**src/rtl/sevseg_avmm_ctrl.sv**
```systemverilog
// ---------------------------------------------------------------------------
// sevseg_avmm_ctrl
//
// Avalon-MM slave driving one seven-segment digit. Software picks either a
// hex digit (decoded here) or a raw segment pattern. The digit's brightness is
// set by a 16-step PWM duty. An optional blink gates the display on and off
// with a programmable half-period.
//
// Register map (word addresses):
//   0 DATA       [3:0]  hex digit                              reset 0x0
//   1 CTRL       [0] enable, [1] raw mode, [2] blink enable,
//                [11:8] PWM duty                               reset 0x0F01
//   2 RAW        [6:0]  segment pattern, 1 = lit               reset 0x00
//   3 BLINK_DIV  [25:0] blink half-period in clocks            reset 25_000_000
// Unused bits read as 0 and ignore writes.
//
// Ports:
//   clk        in   1   system clock
//   reset      in   1   synchronous, active-high
//   address    in   2   Avalon-MM word address
//   read       in   1   read strobe, fixed read latency of 1
//   write      in   1   write strobe, zero wait states
//   writedata  in  32   write data
//   readdata   out 32   read data, registered, held until the next read
//   seg_n      out  7   segment drive, active-low, [0]=a .. [6]=g
// ---------------------------------------------------------------------------
module sevseg_avmm_ctrl (
  input  logic        clk,
  input  logic        reset,
  input  logic [1:0]  address,
  input  logic        read,
  input  logic        write,
  input  logic [31:0] writedata,
  output logic [31:0] readdata,
  output logic [6:0]  seg_n
);

  localparam logic [1:0]  ADDR_DATA      = 2'd0;
  localparam logic [1:0]  ADDR_CTRL      = 2'd1;
  localparam logic [1:0]  ADDR_RAW       = 2'd2;
  localparam logic [1:0]  ADDR_BLINK_DIV = 2'd3;

  localparam logic [25:0] BLINK_DIV_RESET = 26'd25_000_000;
  localparam logic [3:0]  DUTY_RESET      = 4'hF;

  typedef enum logic {
    VISIBLE = 1'b0,
    BLANK   = 1'b1
  } blink_state_t;

  // Register file
  logic [3:0]  data_reg;
  logic        ctrl_enable;
  logic        ctrl_raw;
  logic        ctrl_blink;
  logic [3:0]  ctrl_duty;
  logic [6:0]  raw_reg;
  logic [25:0] blink_div;

  // Display timing state
  logic [3:0]   pwm_cnt;
  logic [25:0]  blink_cnt;
  logic [25:0]  blink_cnt_next;
  blink_state_t blink_state;
  blink_state_t blink_state_next;

  // Datapath
  logic [31:0] read_mux;
  logic [6:0]  hex_pattern;
  logic [6:0]  pattern;
  logic        pwm_on;
  logic        blanked;
  logic        show;
  logic        blink_restart;

  // Only the low 26 bits of a write ever land in a register.
  logic unused_writedata;
  assign unused_writedata = &{1'b0, writedata[31:26]};

  // -------------------------------------------------------------------------
  // Register writes
  // -------------------------------------------------------------------------
  always_ff @(posedge clk) begin
    if (reset) begin
      data_reg    <= 4'h0;
      ctrl_enable <= 1'b1;
      ctrl_raw    <= 1'b0;
      ctrl_blink  <= 1'b0;
      ctrl_duty   <= DUTY_RESET;
      raw_reg     <= 7'h00;
      blink_div   <= BLINK_DIV_RESET;
    end else if (write) begin
      case (address)
        ADDR_DATA: begin
          data_reg <= writedata[3:0];
        end
        ADDR_CTRL: begin
          ctrl_enable <= writedata[0];
          ctrl_raw    <= writedata[1];
          ctrl_blink  <= writedata[2];
          ctrl_duty   <= writedata[11:8];
        end
        ADDR_RAW: begin
          raw_reg <= writedata[6:0];
        end
        default: begin
          blink_div <= writedata[25:0];
        end
      endcase
    end
  end

  // -------------------------------------------------------------------------
  // Read path. The mux sees register values from before this edge, so a
  // simultaneous read and write of the same address returns the old value.
  // -------------------------------------------------------------------------
  always_comb begin
    read_mux = 32'h0;
    case (address)
      ADDR_DATA:      read_mux = {28'h0, data_reg};
      ADDR_CTRL:      read_mux = {20'h0, ctrl_duty, 5'h0, ctrl_blink, ctrl_raw, ctrl_enable};
      ADDR_RAW:       read_mux = {25'h0, raw_reg};
      ADDR_BLINK_DIV: read_mux = {6'h0, blink_div};
      default:        read_mux = 32'h0;
    endcase
  end

  always_ff @(posedge clk) begin
    if (reset) begin
      readdata <= 32'h0;
    end else if (read) begin
      readdata <= read_mux;
    end
  end

  // -------------------------------------------------------------------------
  // PWM: free-running 0..15; the digit is lit while the count is at or
  // below the duty, so duty 15 is always on and duty 0 is 1 cycle in 16.
  // -------------------------------------------------------------------------
  always_ff @(posedge clk) begin
    if (reset) begin
      pwm_cnt <= 4'h0;
    end else begin
      pwm_cnt <= pwm_cnt + 4'h1;
    end
  end

  assign pwm_on = (pwm_cnt <= ctrl_duty);

  // -------------------------------------------------------------------------
  // Blink FSM. Reprogramming CTRL or BLINK_DIV restarts the half-period in
  // the visible phase. A divider of 0 or 1 parks the FSM in VISIBLE, which
  // also keeps the terminal-count compare away from the 0-1 underflow.
  // -------------------------------------------------------------------------
  assign blink_restart = write && ((address == ADDR_CTRL) || (address == ADDR_BLINK_DIV));

  always_ff @(posedge clk) begin
    if (reset) begin
      blink_state <= VISIBLE;
      blink_cnt   <= 26'h0;
    end else begin
      blink_state <= blink_state_next;
      blink_cnt   <= blink_cnt_next;
    end
  end

  always_comb begin
    blink_state_next = blink_state;
    blink_cnt_next   = blink_cnt;
    if (blink_restart) begin
      blink_state_next = VISIBLE;
      blink_cnt_next   = 26'h0;
    end else if (blink_div < 26'd2) begin
      blink_state_next = VISIBLE;
      blink_cnt_next   = 26'h0;
    end else if (blink_cnt == (blink_div - 26'd1)) begin
      blink_cnt_next = 26'h0;
      case (blink_state)
        VISIBLE: blink_state_next = BLANK;
        BLANK:   blink_state_next = VISIBLE;
        default: blink_state_next = VISIBLE;
      endcase
    end else begin
      blink_cnt_next = blink_cnt + 26'd1;
    end
  end

  assign blanked = ctrl_blink && (blink_state == BLANK);

  // -------------------------------------------------------------------------
  // Hex decode, lit-high patterns in g..a order.
  // -------------------------------------------------------------------------
  always_comb begin
    hex_pattern = 7'h00;
    case (data_reg)
      4'h0: hex_pattern = 7'h3F;
      4'h1: hex_pattern = 7'h06;
      4'h2: hex_pattern = 7'h5B;
      4'h3: hex_pattern = 7'h4F;
      4'h4: hex_pattern = 7'h66;
      4'h5: hex_pattern = 7'h6D;
      4'h6: hex_pattern = 7'h7D;
      4'h7: hex_pattern = 7'h07;
      4'h8: hex_pattern = 7'h7F;
      4'h9: hex_pattern = 7'h6F;
      4'hA: hex_pattern = 7'h77;
      4'hB: hex_pattern = 7'h7C;
      4'hC: hex_pattern = 7'h39;
      4'hD: hex_pattern = 7'h5E;
      4'hE: hex_pattern = 7'h79;
      4'hF: hex_pattern = 7'h71;
      default: hex_pattern = 7'h00;
    endcase
  end

  assign pattern = ctrl_raw ? raw_reg : hex_pattern;
  assign show    = ctrl_enable && pwm_on && !blanked;

  // -------------------------------------------------------------------------
  // Segment output register, active-low. Registering here puts a register
  // write on the pins two edges after the write strobe.
  // -------------------------------------------------------------------------
  always_ff @(posedge clk) begin
    if (reset) begin
      seg_n <= 7'h7F;
    end else begin
      seg_n <= ~(pattern & {7{show}});
    end
  end

endmodule

```
**config.mk**
```make
export PLATFORM = sky130hd
export DESIGN_NAME = sevseg_avmm_ctrl
export DESIGN_NICKNAME = d
export VERILOG_FILES = /design/src/rtl/sevseg_avmm_ctrl.sv
export SDC_FILE = /design/constraint.sdc
export NUM_CORES = 1
export LEC_CHECK = 0
export CAP_MARGIN = 20
export CORE_MARGIN = 2
export CORE_UTILIZATION = 50
export CTS_CLUSTER_SIZE = 30
export DETAILED_ROUTE_END_ITERATION = 6
export GPL_ROUTABILITY_DRIVEN = 0
export PLACE_DENSITY = 0.76
export SLEW_MARGIN = 20
export SYNTH_ARGS = -nofsm -noshare
export SYNTH_HDL_FRONTEND = slang
export SYNTH_SLANG_ARGS = --single-unit
```
**constraint.sdc**
```tcl
create_clock -name clk -period 2.8 [get_ports clk]
set_clock_uncertainty 0.15 [all_clocks]
set_input_delay 0.56 -clock clk [delete_from_list [all_inputs] [get_ports clk]]
set_output_delay 0.56 -clock clk [all_outputs]
set_load 0.05 [all_outputs]
```
==> impl_metrics.json <==
{
  "status": "finished, final reports clean",
  "areaGrowthSynthToFinish_pct": 26.2,
  "crit_fanout": 6,
  "drc": 0,
  "cp-startpoint": "blink_div[0]",
  "portBuffers": 64,
  "diodes": 0,
  "fin_area_mm2": 0.00730,
  "hold_buffers": 0,
  "die-height_um": 112,
  "routed_wl_um": 14900,
  "place_area_mm2": 0.00673,
  "ys_warn_count": 0,
  "crit_cells": 9,
  "hold_ws_ns": 0.310,
  "start_kind": "register",
  "first_pass_iters": 6,
  "p_per_area_mw_per_mm2": 574,
  "p_leak_nw": 2.90,
  "drt_iter0_drc": 313,
  "maxCapViolCount": 0,
  "hold_viol_final": 0,
  "tritoncts": "yes",
  "seq_area_frac_synth": 0.398,
  "grt_pass1_wl_um": 24300,
  "crit_chain": "inv_1 -> ha_4 -> or4bb_1 -> a211oi_1 -> nand4b_1 -> a211oi_2 -> nand4_1 -> or3_1 -> a21boi_1",
  "worstHoldPathType": "register to register",
  "nets": 818,
  "postSynthAreaPerCell_um2": 8.47,
  "synth_flop_cell": "dfxtp_1",
  "timing.critical_path.to": "blink_state",
  "fp.coreArea_mm2": 0.0114,
  "slew-limit-headroom": 0.588,
  "period_share": 0.945,
  "antenna_found_initial": 0,
  "reg2regPathDepth": 9,
  "period_needed_ns": 2.64,
  "clockBufferDepth": 2,
  "synth-edff-count": 0,
  "grtUsageTotal": 0.242,
  "ant_nets": 0,
  "critical-path-top-delay-family": "simple AND/OR/NAND/NOR gates",
  "clkTransAtPathRegs_ns": 0.05,
  "vias_per_cell": 5.49,
  "die_area_mm2": 0.0124,
  "drive_gt1_frac": 0.145,
  "start_util": 0.509,
  "numCtsBuffers": 17,
  "slowest_stage": "or3_1",
  "finish.utilization": 0.642,
  "wire_per_inst_um": 16.2,
  "synthCells": 683,
  "critical_path_class": "register to register",
  "reg2reg_to": "blink_state",
  "ys_types": 62,
  "setup_violations": 0,
  "clock-root-buffer": "clkbuf_16",
  "dp_hpwl_um": 10500,
  "fp-row-count": 39,
  "crit_path_max_incr_delay_ns": 0.41,
  "grt_max_degree": 66,
  "report.final.slew_viol_count": 0,
  "largest_registers": "blink_cnt (26), blink_div (26), readdata (26)",
  "synthArstFlopShare": 0,
  "r2r-start": "blink_div[0]",
  "io_pins": 77,
  "synth_area_mm2": 0.00578,
  "gr-total-overflow": 0,
  "max_freq_ghz": 0.378,
  "h-tree-depth": 4,
  "synth_seq_cells": 115,
  "tightest_slew_ns": 0.618,
  "clkSinkCount": 115,
  "cp.arrival_ns": 2.85,
  "fp.dieW_um": 112,
  "r2r_slack_ns": 0.16,
  "vias": 5040,
  "clock_latency_ns": 0.42,
  "grt_pass1_vias": 5036,
  "cp_num_buf_inv": 1,
  "vdd_ir_drop_max_uv": 375,
  "critPathRequiredTime_ns": 3.00,
  "setup.worst_path.end_class": "register"
}
[where the power goes]
group / leakage [nW] / internal [mW] / switching (mW)
Sequential: 0.937 / 1.70 / 0.0499
Combinational: 1.71 / 0.227 / 0.303
Clock: 0.254 / 1.21 / 0.698
[what timing repair did]
| item | CTS | global route |
|---|---|---|
| endpoints found under the setup margin | 0 | 27 |
| buffers inserted | 0 | 1 |
| resized for setup | 0 | 9 |
[worst register-to-register path, stage by stage, from the launching register on]
cell      delay (ns)
dfxtp_1         0.31
inv_1           0.09
ha_4            0.18
or4bb_1         0.40
a211oi_1        0.26
nand4b_1        0.18
a211oi_2        0.23
nand4_1         0.23
or3_1           0.41
a21boi_1        0.14
[worst min path at each step]
stage	from	endpoint	slack [ns]	cells after the start
after global routing	ctrl_duty[3]	ctrl_duty[3]	0.34	2
final	pwm_cnt[0]	pwm_cnt[0]	0.31	1
after detailed placement	pwm_cnt[0]	pwm_cnt[0]	0.30	1
after floorplan	pwm_cnt[0]	pwm_cnt[0]	0.28	1
after CTS	pwm_cnt[0]	pwm_cnt[0]	0.31	1
after global placement	pwm_cnt[0]	pwm_cnt[0]	0.30	1
[cell usage after synthesis (4+ instances only)]
library cell  instances  share of area
nand2b_1             10          0.011
a21oi_1              43          0.037
mux2i_1              21          0.036
xnor2_1              35          0.053
mux2_2                5         0.0097
or2_2                10          0.011
nand2_1              84          0.055
dfxtp_1             115           0.40
ha_1                 14          0.030
nor2b_1              20          0.022
a22oi_1               5         0.0065
nand3b_1             17          0.022
a211oi_1              4         0.0052
mux4_2                4          0.016
o21ai_0               9         0.0078
a31oi_1               4         0.0043
inv_1                18          0.012
nor3_1               19          0.016
and3_1                7         0.0076
nand3_1              19          0.016
nor2_1               80          0.052
buf_1                 6         0.0039
clkbuf_1             36          0.023
buf_4                 6         0.0078
nand4_1               7         0.0076
xor2_1               29          0.044
[layer usage]
layer  GRT usage  share of wire  vias up
li1            -              -     2456
met1       0.302           0.43     2393
met2       0.410           0.49      159
met3      0.0512          0.056       32
met4      0.0963          0.023        0
met5           0              0        -
[cells by family after synthesis]
| logic type | after synthesis | share of synthesized area |
|---|---|---|
| other | 1 | 0.000648 |
| AO/OA/AOI/OAI | 85 | 0.0926 |
| flip-flops | 115 | 0.398 |
| multiplexers | 30 | 0.0616 |
| adder cells (fa/ha/maj) | 14 | 0.0303 |
| XOR/XNOR | 64 | 0.0969 |
| AND/OR/NAND/NOR | 304 | 0.267 |
| buffers and inverters | 70 | 0.0532 |
[area by class of cell]
cell class / instances / area (um^2)
clock buffer: 21 / 450
clock inverter: 7 / 62.6
fill: 892 / 4070
inverter: 19 / 71.3
multi-input combinational: 503 / 3240
sequential: 115 / 2300
tap: 143 / 179
timing repair buffer: 110 / 993
[placed cells by master (no fill, tap or decap), types with 4 or more instances in the layout]
master	instances
xnor2_1	35
nand4_1	7
clkdlybuf4s50_1	63
conb_1	6
mux2_2	5
inv_1	18
nor3_1	16
clkbuf_16	17
mux2i_1	21
mux4_2	4
ha_1	13
a21oi_1	43
nand3b_1	17
or2_2	10
buf_4	45
nand2b_1	10
o21ai_0	9
nand3_1	19
nor2b_1	19
nand2_1	84
and3_1	7
a22oi_1	5
xor2_1	29
nor2_1	80
a31oi_1	4
dfxtp_1	114
clkinv_2	5
[stage by stage]
| stage | worst slack, ns | std cells | total power [mW] | TNS [ns] |
|---|---|---|---|---|
| 6_report | 0.155 | 918 | 4.19 | 0 |
| 5_1_grt | -0.00256 | 918 | 4.32 | -0.00256 |
| 4_1_cts | 0.0563 | 917 | 4.19 | 0 |
| 3_5_place_dp | -0.0435 | 889 | 2.29 | -0.0435 |
| 2_1_floorplan | 0.0353 | 688 | 2.11 | 0 |
| 3_3_place_gp | 0.00850 | 889 | 2.28 | 0 |
No activity file was read; power rests on OpenSTA's default activity.
